===== src/rtl/rs_enc_packet_scheduler.sv =====
// Shares one serial RS encoder between two voice-frame requesters, one KSYMBOLS codeword per grant.
// Optional macro RS_SCHED_PAD_EN: zero-pads a codeword whose requester stalls for TIMEOUT cycles.
module rs_enc_packet_scheduler #(
    parameter int unsigned BITSPERSYMBOL = 8,
    parameter int unsigned KSYMBOLS      = 223,
    parameter int unsigned CHECKW        = 6,
    parameter int unsigned NUMCHECK0     = 32,
    parameter int unsigned NUMCHECK1     = 16,
    parameter int unsigned MAX_INFLIGHT  = 2
`ifdef RS_SCHED_PAD_EN
    ,
    parameter int unsigned TIMEOUT       = 64
`endif
) (
    input  logic                     clk,
    input  logic                     rst,
    input  logic [BITSPERSYMBOL-1:0] req0_data,
    input  logic                     req0_valid,
    output logic                     req0_ready,
    input  logic [BITSPERSYMBOL-1:0] req1_data,
    input  logic                     req1_valid,
    output logic                     req1_ready,
    output logic [BITSPERSYMBOL-1:0] enc_data,
    output logic                     enc_valid,
    input  logic                     enc_ready,
    output logic                     enc_sop,
    output logic                     enc_eop,
    output logic                     enc_channel,
    output logic [CHECKW-1:0]        enc_numcheck,
    input  logic                     enc_out_valid,
    input  logic                     enc_out_ready,
    input  logic                     enc_out_eop,
    output logic [15:0]              cw_count0,
    output logic [15:0]              cw_count1,
    output logic [2:0]               inflight,
    output logic                     busy,
    output logic                     err_underflow
`ifdef RS_SCHED_PAD_EN
    ,
    output logic                     pad_event
`endif
);

    localparam int unsigned      SYM_W    = (KSYMBOLS > 1) ? $clog2(KSYMBOLS) : 1;
    localparam logic [SYM_W-1:0] LAST_SYM = SYM_W'(KSYMBOLS - 1);
    localparam logic [2:0]       MAX_IF   = 3'(MAX_INFLIGHT);
    localparam logic [CHECKW-1:0] NC0     = CHECKW'(NUMCHECK0);
    localparam logic [CHECKW-1:0] NC1     = CHECKW'(NUMCHECK1);
`ifdef RS_SCHED_PAD_EN
    localparam int unsigned       IDLE_W    = $clog2(TIMEOUT + 1);
    localparam logic [IDLE_W-1:0] LAST_IDLE = IDLE_W'(TIMEOUT - 1);
`endif

    typedef enum logic [1:0] {
        S_IDLE = 2'd0,
        S_XFER = 2'd1,
        S_PAD  = 2'd2
    } state_e;

    state_e            state_q, state_d;
    logic              last_grant_q, last_grant_d;
    logic              chan_q, chan_d;
    logic [CHECKW-1:0] numcheck_q, numcheck_d;
    logic [SYM_W-1:0]  sym_cnt_q, sym_cnt_d;
    logic [2:0]        inflight_q, inflight_d;
    logic [15:0]       cw0_q, cw0_d, cw1_q, cw1_d;
    logic              err_q, err_d;
`ifdef RS_SCHED_PAD_EN
    logic [IDLE_W-1:0] idle_cnt_q, idle_cnt_d;
    logic              pad_event_q, pad_event_d;
`endif

    logic g_valid_c, xfer_c, grant_c, pick_c, elig0_c, elig1_c, out_eop_c;

    // Datapath mux: granted requester passes straight through while a codeword is open
    always_comb begin
        enc_data   = '0;
        enc_valid  = 1'b0;
        req0_ready = 1'b0;
        req1_ready = 1'b0;
        g_valid_c  = chan_q ? req1_valid : req0_valid;
        case (state_q)
            S_XFER: begin
                enc_data   = chan_q ? req1_data : req0_data;
                enc_valid  = g_valid_c;
                req0_ready = !chan_q && enc_ready;
                req1_ready = chan_q && enc_ready;
            end
`ifdef RS_SCHED_PAD_EN
            S_PAD: enc_valid = 1'b1;
`endif
            default: ;
        endcase
    end

    assign enc_sop = enc_valid && (sym_cnt_q == '0);
    assign enc_eop = enc_valid && (sym_cnt_q == LAST_SYM);

    always_comb begin
        state_d      = state_q;
        last_grant_d = last_grant_q;
        chan_d       = chan_q;
        numcheck_d   = numcheck_q;
        sym_cnt_d    = sym_cnt_q;
        inflight_d   = inflight_q;
        cw0_d        = cw0_q;
        cw1_d        = cw1_q;
        err_d        = err_q;
`ifdef RS_SCHED_PAD_EN
        idle_cnt_d   = idle_cnt_q;
        pad_event_d  = 1'b0;
`endif
        xfer_c    = enc_valid && enc_ready;
        out_eop_c = enc_out_valid && enc_out_ready && enc_out_eop;
        elig0_c   = req0_valid && (inflight_q < MAX_IF);
        elig1_c   = req1_valid && (inflight_q < MAX_IF);
        grant_c   = 1'b0;
        pick_c    = (elig0_c && elig1_c) ? !last_grant_q : !elig0_c;

        if (xfer_c) begin
            if (sym_cnt_q == LAST_SYM) begin
                sym_cnt_d = '0;
                state_d   = S_IDLE;
            end else begin
                sym_cnt_d = sym_cnt_q + SYM_W'(1);
            end
        end

        case (state_q)
            S_IDLE: begin
                if (elig0_c || elig1_c) begin
                    grant_c      = 1'b1;
                    chan_d       = pick_c;
                    last_grant_d = pick_c;
                    numcheck_d   = pick_c ? NC1 : NC0;
                    sym_cnt_d    = '0;
                    state_d      = S_XFER;
                    if (pick_c) cw1_d = cw1_q + 16'd1;
                    else        cw0_d = cw0_q + 16'd1;
                end
`ifdef RS_SCHED_PAD_EN
                idle_cnt_d = '0;
`endif
            end
`ifdef RS_SCHED_PAD_EN
            // Stall watchdog: only cycles with no offered symbol count towards the timeout
            S_XFER: begin
                if (xfer_c) begin
                    idle_cnt_d = '0;
                end else if (!g_valid_c) begin
                    if (idle_cnt_q == LAST_IDLE) begin
                        idle_cnt_d  = '0;
                        state_d     = S_PAD;
                        pad_event_d = 1'b1;
                    end else begin
                        idle_cnt_d = idle_cnt_q + IDLE_W'(1);
                    end
                end
            end
`endif
            default: ;
        endcase

        // Credits: a grant and an output eop in the same cycle cancel out
        if (grant_c && !out_eop_c) begin
            inflight_d = inflight_q + 3'd1;
        end else if (!grant_c && out_eop_c) begin
            if (inflight_q == 3'd0) err_d = 1'b1;
            else                    inflight_d = inflight_q - 3'd1;
        end
    end

    always_ff @(posedge clk) begin
        if (rst) begin
            state_q      <= S_IDLE;
            last_grant_q <= 1'b1;
            chan_q       <= 1'b0;
            numcheck_q   <= NC0;
            sym_cnt_q    <= '0;
            inflight_q   <= 3'd0;
            cw0_q        <= 16'd0;
            cw1_q        <= 16'd0;
            err_q        <= 1'b0;
`ifdef RS_SCHED_PAD_EN
            idle_cnt_q   <= '0;
            pad_event_q  <= 1'b0;
`endif
        end else begin
            state_q      <= state_d;
            last_grant_q <= last_grant_d;
            chan_q       <= chan_d;
            numcheck_q   <= numcheck_d;
            sym_cnt_q    <= sym_cnt_d;
            inflight_q   <= inflight_d;
            cw0_q        <= cw0_d;
            cw1_q        <= cw1_d;
            err_q        <= err_d;
`ifdef RS_SCHED_PAD_EN
            idle_cnt_q   <= idle_cnt_d;
            pad_event_q  <= pad_event_d;
`endif
        end
    end

    assign enc_channel   = chan_q;
    assign enc_numcheck  = numcheck_q;
    assign cw_count0     = cw0_q;
    assign cw_count1     = cw1_q;
    assign inflight      = inflight_q;
    assign busy          = (state_q == S_XFER);
    assign err_underflow = err_q;
`ifdef RS_SCHED_PAD_EN
    assign pad_event     = pad_event_q;
`endif

endmodule


===== config.mk =====
export PLATFORM = sky130hd
export DESIGN_NAME = rs_enc_packet_scheduler
export DESIGN_NICKNAME = d
export VERILOG_FILES = /design/src/rtl/rs_enc_packet_scheduler.sv
export SDC_FILE = /design/constraint.sdc
export NUM_CORES = 1
export LEC_CHECK = 0
export ABC_CLOCK_PERIOD_IN_PS = 4900
export CAP_MARGIN = 25
export CORE_ASPECT_RATIO = 2
export CORE_MARGIN = 4
export CORE_UTILIZATION = 50
export CTS_CLUSTER_DIAMETER = 80
export DETAILED_ROUTE_END_ITERATION = 12
export PLACE_DENSITY = 0.87
export SKIP_LAST_GASP = 1
export SLEW_MARGIN = 20
export SYNTH_ARGS = -nofsm -noshare
export SYNTH_HDL_FRONTEND = slang
export SYNTH_SLANG_ARGS = --single-unit

===== constraint.sdc =====
create_clock -name clk -period 4.9 [get_ports clk]
set_input_delay 0.98 -clock clk [delete_from_list [all_inputs] [get_ports clk]]
set_output_delay 0.98 -clock clk [all_outputs]
set_load 0.02 [all_outputs]

Word-level counts from Yosys, hierarchy flattened --
Cells that the tools add are included.
Cells by class: add/sub/neg operators 5, multiply operators 0, div/mod/pow operators 0, order comparisons 1, equal/unequal tests 3, shift-type cells 0, muxes and demuxes 21, bitwise operators 2, reductions and logical operators 27
Operator list (number):
- $mux 8 | 6
- $add 16x1->16 const B | 2
- $logic_and 1x1->1 | 12
- $mux 3 | 3
- $reduce_and 3->1 | 3
- $add 8x1->8 const B | 1
- $eq 8x8->1 const B | 1
- $logic_not 8->1 | 1
- $mux 2 | 4
- $mux 1 | 7
- $mux 6 | 1
- $logic_not 1->1 | 5
- $reduce_and 2->1 | 2
- $add 3x1->3 const B | 1
- $logic_not 3->1 | 1
- $lt 3x2->1 const B | 1
- $sub 3x1->3 const B | 1
- $eq 2x1->1 const B | 1
- $logic_not 2->1 | 1
- $ne 2x2->1 const B | 1
- $not 1->1 | 2
- $reduce_bool 2->1 | 1
- $logic_or 1x1->1 | 1
Storage, ports and cells: register bits after elaboration 54, bits in latches 0, RAM bits 0, ROM bits 0, input bits 24, output and inout bits 57, memories 0

Longest topological paths before layout --
Gate-level depths: netlist of run 1.
depth in word-level cells 9, mapped depth 10

Worst setup path after synthesis of run 1 --
OpenSTA, ideal clock, no wires.
path kind input to output, start point input port req0_valid, end point output port enc_sop, arrival 2.197 ns, path slack 1.723 ns, cell stages on the path 5, path buffers 2, cells stage by stage clkbuf_1 > mux2i_1 > clkbuf_1 > nor2_1 > and3_1
On the way: longest elaborated chain between the ends 3
RTL lines:
- from (decl) | RTL line 18 | input logic req0_valid,
- $mux 1 | RTL line 81 | g_valid_c = chan_q ? req1_valid : req0_valid;
- $mux 1 | RTL line 82 | case (state_q)
- via enc_valid | RTL line 24 | output logic enc_valid,
- $logic_and 1x1->1 | RTL line 96 | assign enc_sop = enc_valid && (sym_cnt_q == '0);
- to (decl) | RTL line 26 | output logic enc_sop,
The timed path passes the listed nets, and every way through them passes these cells.

Worst setup path after layout of run 1 --
start point input port req0_valid, end point output port enc_sop
On the way: longest elaborated chain between the ends 3
RTL lines (RTL line):
- $mux 1 | 81
- $mux 1 | 82
- $logic_and 1x1->1 | 96
Every way passes these cells.

==> flow_metrics.env, run 1 <==
export IMPL_status="finished clean"
export IMPL_place_inst=423
export IMPL_synth_distinct_cells=41
export IMPL_antenna_found_initial=0
export IMPL_crit_slowest_cell="mux2i_1"
export IMPL_cp_required_ns=3.92
export IMPL_async_flop_share=0
export IMPL_grt_start_max_net_pins=43
export IMPL_ys_warn_count=0
export IMPL_drive_above_1_share=0.0374
export IMPL_grt_pass1_vias=2375
export IMPL_synth_area_sq_um=2550
export IMPL_drtAntennaViolNets=0
export IMPL_grt_pass1_wl_mm=10.4
export IMPL_grt_overflow_total=0
export IMPL_power_switching_uw=436
export IMPL_placed_area_sq_um=3310
export IMPL_fillCellCount=391
export IMPL_clkTransAtPathRegs_ns=0.08
export IMPL_critical_path_endpoint_type="primary output"
export IMPL_syn_inst=304
export IMPL_timing_final_crit_share=0.825
export IMPL_gp_congestion=0.811
export IMPL_numCtsBuffers=5
export IMPL_critical_path_peak_fanout=12
export IMPL_std_cell_rows=36
export IMPL_p_seq_frac=0.397
export IMPL_crit_top_cell="clkdlybuf4s50_1"
export IMPL_cts_tree="done"
export IMPL_p_int_uw=805
export IMPL_start_util=0.519
export IMPL_cts_resized=0
export IMPL_drtIter0Drc=44
export IMPL_drc_errors=0
export IMPL_swShare=0.351
export IMPL_cts_sinks=49
export IMPL_clk_insertion_delay_late_ns=0.30
export IMPL_peakVddDrop_v=0.000257
export IMPL_max_slew_margin_rel=0.384
export IMPL_fmax_mhz=247
export IMPL_post_route_util=0.699
export IMPL_routed_wirelength_mm=6.33
export IMPL_syn_avg_cell_area_sq_um=8.38
export IMPL_tightest_slew_ns=0.898
export IMPL_htreeDepth=2
export IMPL_synthFlopType="dfxtp_1"
export IMPL_die_area_sq_um=6370
export IMPL_final_cell_area_sq_um=3430
export IMPL_chipHeight_um=109
export IMPL_first_pass_iters=4
export IMPL_path_class="primary input to primary output"
export IMPL_crit_chain="clkdlybuf4s50_1 -> mux2i_1 -> nor2_1 -> and3_1 -> clkdlybuf4s50_1"
export IMPL_layout_nets=405
export IMPL_stdcell_count=431
export IMPL_p_clk_frac=0.243
export IMPL_hold_viol=0
export IMPL_diodes=0
export IMPL_core_sq_um=4910
export IMPL_tns_ns=0
export IMPL_via_per_inst=5.78
export IMPL_power_density_nw_per_um2=362
export IMPL_fin_crit_ns=4.04
export IMPL_cts_hold_buf=0
export IMPL_hp_class="flop to flop"
export IMPL_avgRoutedWirePerCell_um=14.7
export IMPL_ys_ff_latch=49
export IMPL_p_leak_uw=0.00117
export IMPL_cpPeakStageDelay_ns=0.73
export IMPL_cp_buffers_inverters=2
export IMPL_slew_violations=0
export IMPL_dp_hpwl_mm=4.77
export IMPL_cp_top_family="buffers and inverters"
export IMPL_yosysSeqAreaShare=0.385
export IMPL_dieWidth_um=58.5
export IMPL_cts_setup_buffers=0
export IMPL_portBuffers=76
export IMPL_rsz0062_at_grt="no"
export IMPL_clockBufferDepth=2
export IMPL_fin_worst_skew_ns=0.00807
export IMPL_vias=2493
export IMPL_totalPowerFinal_uw=1240
export IMPL_synthToLayoutAreaGrowth_pct=34.6
export IMPL_synth_edf_count=0
export IMPL_start_kind="primary input"
export IMPL_track_usage=0.206
export IMPL_cts_root_buf="clkbuf_8"
export IMPL_io_pins=81
export IMPL_setup_viol_count_final=0
export IMPL_cap_violations=0
export IMPL_cp_arrival_ns=3.06
export IMPL_pwr_share_comb=0.360
kinds of logic after synthesis:
| family | Yosys count | synth area share |
|---|---|---|
| AND/OR/NAND/NOR | 127 | 0.270 |
| buffers and inverters | 33 | 0.0560 |
| multiplexers | 13 | 0.0520 |
| XOR/XNOR | 15 | 0.0515 |
| other | 1 | 0.00147 |
| flip-flops | 49 | 0.385 |
| adder cells (fa/ha/maj) | 8 | 0.0422 |
| AO/OA/AOI/OAI | 58 | 0.142 |
layout by cell type, fill, tap and decap left out, types with 7 or more instances in the layout:
| cell | instances |
|---|---|
| a21oi_1 | 25 |
| clkdlybuf4s50_1 | 76 |
| dfxtp_1 | 49 |
| ha_1 | 7 |
| inv_1 | 15 |
| mux2i_1 | 11 |
| nand2_1 | 16 |
| nand3_1 | 11 |
| nand4_1 | 10 |
| nor2_1 | 36 |
| o21ai_0 | 10 |
| o31ai_1 | 14 |
| or3_1 | 8 |
| or4_1 | 13 |
| xnor2_1 | 11 |
stage by stage:
stage | hold WS, ns | setup WS [ns]
final | 0.478 | 0.856
after global routing | 0.528 | 0.666
after CTS | 0.484 | 0.845
after detailed placement | 0.465 | 0.909
after global placement | 0.446 | 0.948
after floorplan | 0.503 | 1.72
worst paths after layout:
| path | startpoint | end | slack, ns | cells past startpoint |
|---|---|---|---|---|
| hold / removal | err_underflow | err_underflow | 0.48 | 2 |
| setup / recovery | req0_valid | enc_sop | 0.86 | 5 |
| hold reg to reg | err_underflow | err_underflow | 0.48 | 2 |
| setup reg to reg | inflight[1] | inflight[2] | 2.13 | 10 |
Yosys cell counts (4+ instances only):
cell      count  area share
or4_1        13       0.038
xnor2_1      11       0.038
o21ai_0      10       0.020
a21oi_1      25       0.049
nand4_1      10       0.025
inv_1        15       0.022
or3_1         8       0.020
xor2_1        4       0.014
nor2_1       36       0.053
o31ai_1      14       0.041
ha_1          7       0.034
clkbuf_1     11       0.016
and3_1        6       0.015
nor4_1        6       0.015
dfxtp_1      49        0.38
nor3_1        6       0.012
nand2_1      16       0.024
buf_4         5       0.015
mux2i_1      11       0.043
nand3_1      11       0.022
sequential cells by signal, indices dropped and copies added (netlist names):
register / count
err_underflow: 1
cw_count0: 16
state_q: 2
inflight: 3
sym_cnt_q: 8
last_grant_q: 1
enc_numcheck: 2
cw_count1: 16
layer usage:
layer / share of wire / track usage
met1: 0.37 / 0.194
met5: 0 / 0
met4: 0.021 / 0.0896
met2: 0.56 / 0.401
met3: 0.055 / 0.0498
power groups by stage:
stage	logic, uW	registers, uW	clock network [uW]
6_report	447	492	302
2_1_floorplan	273	511	0
4_1_cts	452	493	303
3_5_place_dp	449	501	0
5_1_grt	494	500	321
3_3_place_gp	436	498	0
tightest hold or removal path, cell delays in order (launching register included):
cell	delay, ns
dfxtp_1	0.34
a21oi_1	0.04
nor2_1	0.07
cell type report:
type	count	area [sq um]	area share
multi-input cells	225	1440	0.419
well taps	57	71.3	0.0208
clock inverters	1	30.0	0.00876
flip-flops and latches	49	981	0.286
clock buffers	7	86.3	0.0252
inverters	15	56.3	0.0164
repair buffers	77	768	0.224
Power figures use the tool's default switching activity.
==> run 2: changes to the inputs <==
--- a/config.mk
+++ b/config.mk
@@ -5,14 +5,14 @@
 export SDC_FILE = /design/constraint.sdc
 export NUM_CORES = 1
 export LEC_CHECK = 0
-export ABC_CLOCK_PERIOD_IN_PS = 4900
+export ABC_CLOCK_PERIOD_IN_PS = 4150
 export CAP_MARGIN = 25
 export CORE_ASPECT_RATIO = 2
 export CORE_MARGIN = 4
-export CORE_UTILIZATION = 50
+export CORE_UTILIZATION = 46
 export CTS_CLUSTER_DIAMETER = 80
 export DETAILED_ROUTE_END_ITERATION = 12
-export PLACE_DENSITY = 0.87
+export PLACE_DENSITY = 0.81
 export SKIP_LAST_GASP = 1
 export SLEW_MARGIN = 20
 export SYNTH_ARGS = -nofsm -noshare
==> constraint.sdc (replaced) <==
create_clock -name clk -period 4.15 [get_ports clk]
set_input_delay 0.83 -clock clk [delete_from_list [all_inputs] [get_ports clk]]
set_output_delay 0.83 -clock clk [all_outputs]
set_load 0.02 [all_outputs]
==> run 2 against run 1 <==
Net effect:
- clock-buffer cell count decreased by 2
- clock power increased by 32%
- sequential cell count unchanged
- combinational power increased by 22%
- sequential power increased by 15%
- die area increased by 7.8%
- global-route usage decreased by 1.1 points
- critical endpoint unchanged
- largest cell class unchanged
- largest power group unchanged
==> flow_metrics.env, run 2 (same netlist as run 1, synthesis figures left out) <==
export IMPL_cts_root_buf="clkbuf_8"
export IMPL_grt_pass1_vias=2360
export IMPL_fin_crit_ns=3.74
export IMPL_grt_use_met3=0.0422
export IMPL_core_sq_um=5420
export IMPL_die_area_sq_um=6870
export IMPL_cts_tree="done"
export IMPL_routed_wirelength_mm=6.27
export IMPL_cts_sinks=49
export IMPL_setup_slack_ns=0.410
export IMPL_drive_above_1_share=0.0427
export IMPL_rsz0062_at_grt="no"
export IMPL_clockBufferDepth=2
export IMPL_slew_violations=0
export IMPL_drtAntennaViolNets=0
export IMPL_power_density_nw_per_um2=436
export IMPL_crit_top_cell="clkdlybuf4s50_1"
export IMPL_avgRoutedWirePerCell_um=14.4
export IMPL_clk_insertion_delay_late_ns=0.30
export IMPL_r2r_start="inflight[1]"
export IMPL_grt_start_max_net_pins=26
export IMPL_drtIter0Drc=60
export IMPL_cts_setup_buffers=0
export IMPL_use_met1=0.211
export IMPL_status="finished clean"
export IMPL_clkTransAtPathRegs_ns=0.09
export IMPL_crit_slowest_cell="mux2i_1"
export IMPL_hp_class="flop to flop"
export IMPL_cap_violations=0
export IMPL_crit_chain="clkdlybuf4s50_1 -> mux2i_1 -> nor2_1 -> and3_1 -> clkdlybuf4s50_1"
export IMPL_r2r_slack_ns=1.43
export IMPL_setup_viol_count_final=0
export IMPL_vias=2471
export IMPL_portBuffers=76
export IMPL_timing_final_crit_share=0.901
export IMPL_max_slew_margin_rel=0.354
export IMPL_dp_slack_ns=0.444
export IMPL_via_per_inst=5.68
export IMPL_drc_errors=0
export IMPL_tightest_slew_ns=0.968
export IMPL_start_kind="primary input"
export IMPL_hold_path_startpoint="cw_count1[15]"
export IMPL_synthToLayoutAreaGrowth_pct=35.7
export IMPL_track_usage=0.195
export IMPL_mostFrequentLayoutCells="clkdlybuf4s50_1 (76), dfxtp_1 (49), nor2_1 (36)"
export IMPL_antenna_found_initial=0
export IMPL_io_pins=81
export IMPL_grt_overflow_total=0
export IMPL_stdcell_count=435
export IMPL_dieWidth_um=60.6
export IMPL_critical_path_endpoint_type="primary output"
export IMPL_cp_arrival_ns=2.91
export IMPL_final_common_cell="clkdlybuf4s50_1"
export IMPL_chipHeight_um=113
export IMPL_min_path_cells=2
export IMPL_cpPeakStageDelay_ns=0.71
export IMPL_grt_use_met2=0.357
export IMPL_first_pass_iters=4
export IMPL_path_class="primary input to primary output"
export IMPL_grt_pass1_wl_mm=10.7
export IMPL_layout_nets=406
export IMPL_top_usage_layer="met2"
export IMPL_p_leak_uw=0.00118
export IMPL_fin_worst_skew_ns=0.00491
export IMPL_htreeDepth=2
export IMPL_peakVddDrop_v=0.000414
export IMPL_numCtsBuffers=5
export IMPL_place_inst=427
export IMPL_holdPathEnd="cw_count1[15]"
export IMPL_start_util=0.470
export IMPL_hold_viol=0
export IMPL_reg2reg_depth=10
export IMPL_cp_required_ns=3.32
export IMPL_dp_hpwl_mm=4.81
export IMPL_fmax_mhz=267
export IMPL_diodes=0
export IMPL_cts_hold_buf=0
export IMPL_cts_resized=0
export IMPL_tns_ns=0
export IMPL_reg2reg_to="inflight[2]"
export IMPL_gp_congestion=0.830
export IMPL_std_cell_rows=38
export IMPL_critical_path_peak_fanout=12
export IMPL_hold_ws_ns=0.477
[run 2: cell types whose count changed in the layout (fill, tap and decap cells not counted), sizes merged]
cell	previous run	this run
buf	1	2
bufinv	1	2
clkinv	0	1
clkbuf	7	5
[run 2: power by group]
group          switching [uW]  internal [uW]  total [uW]
Clock                     160            239         399
Combinational             296            248         544
Sequential               57.6            508         566
[run 2: routing by layer]
| metal | wire length, um | up-vias |
|---|---|---|
| met2 | 3450 | 80 |
| met1 | 2360 | 1148 |
| met5 | 0 | - |
| met3 | 372 | 11 |
| met4 | 98 | 0 |
| li1 | - | 1232 |
[run 2: worst max path at each step]
stage	startpoint	end	slack, ns	cells past startpoint
6_report	req0_valid	enc_sop	0.41	5
3_5_place_dp	req0_valid	enc_sop	0.44	5
4_1_cts	req0_valid	enc_sop	0.42	5
3_3_place_gp	req0_valid	enc_sop	0.48	5
5_1_grt	req0_valid	enc_sop	0.21	5
2_1_floorplan	req0_valid	enc_sop	1.27	5
[run 2: stage by stage]
stage	area, sq um	power, uW	util
floorplan	2560	926	-
global placement	3320	1110	0.613
detailed placement	3320	1120	0.613
CTS	3460	1520	0.638
global route	3460	1600	0.638
finish	3460	1510	0.638
[run 2: critical path: cells and delay by family]
kind,cells,cell delay [ns]
buf+inv,2,1.07
mux,1,0.71
simple gates,2,0.30
[run 2: cell type report]
class                           instances  area (sq um)
Sequential cell                        49           981
Clock buffer                            5          68.8
Tap cell                               60          75.1
Multi-Input combinational cell        225          1440
Inverter                               15          56.3
Fill cell                             475          1960
Timing Repair Buffer                   78           776
Clock inverter                          3          65.1
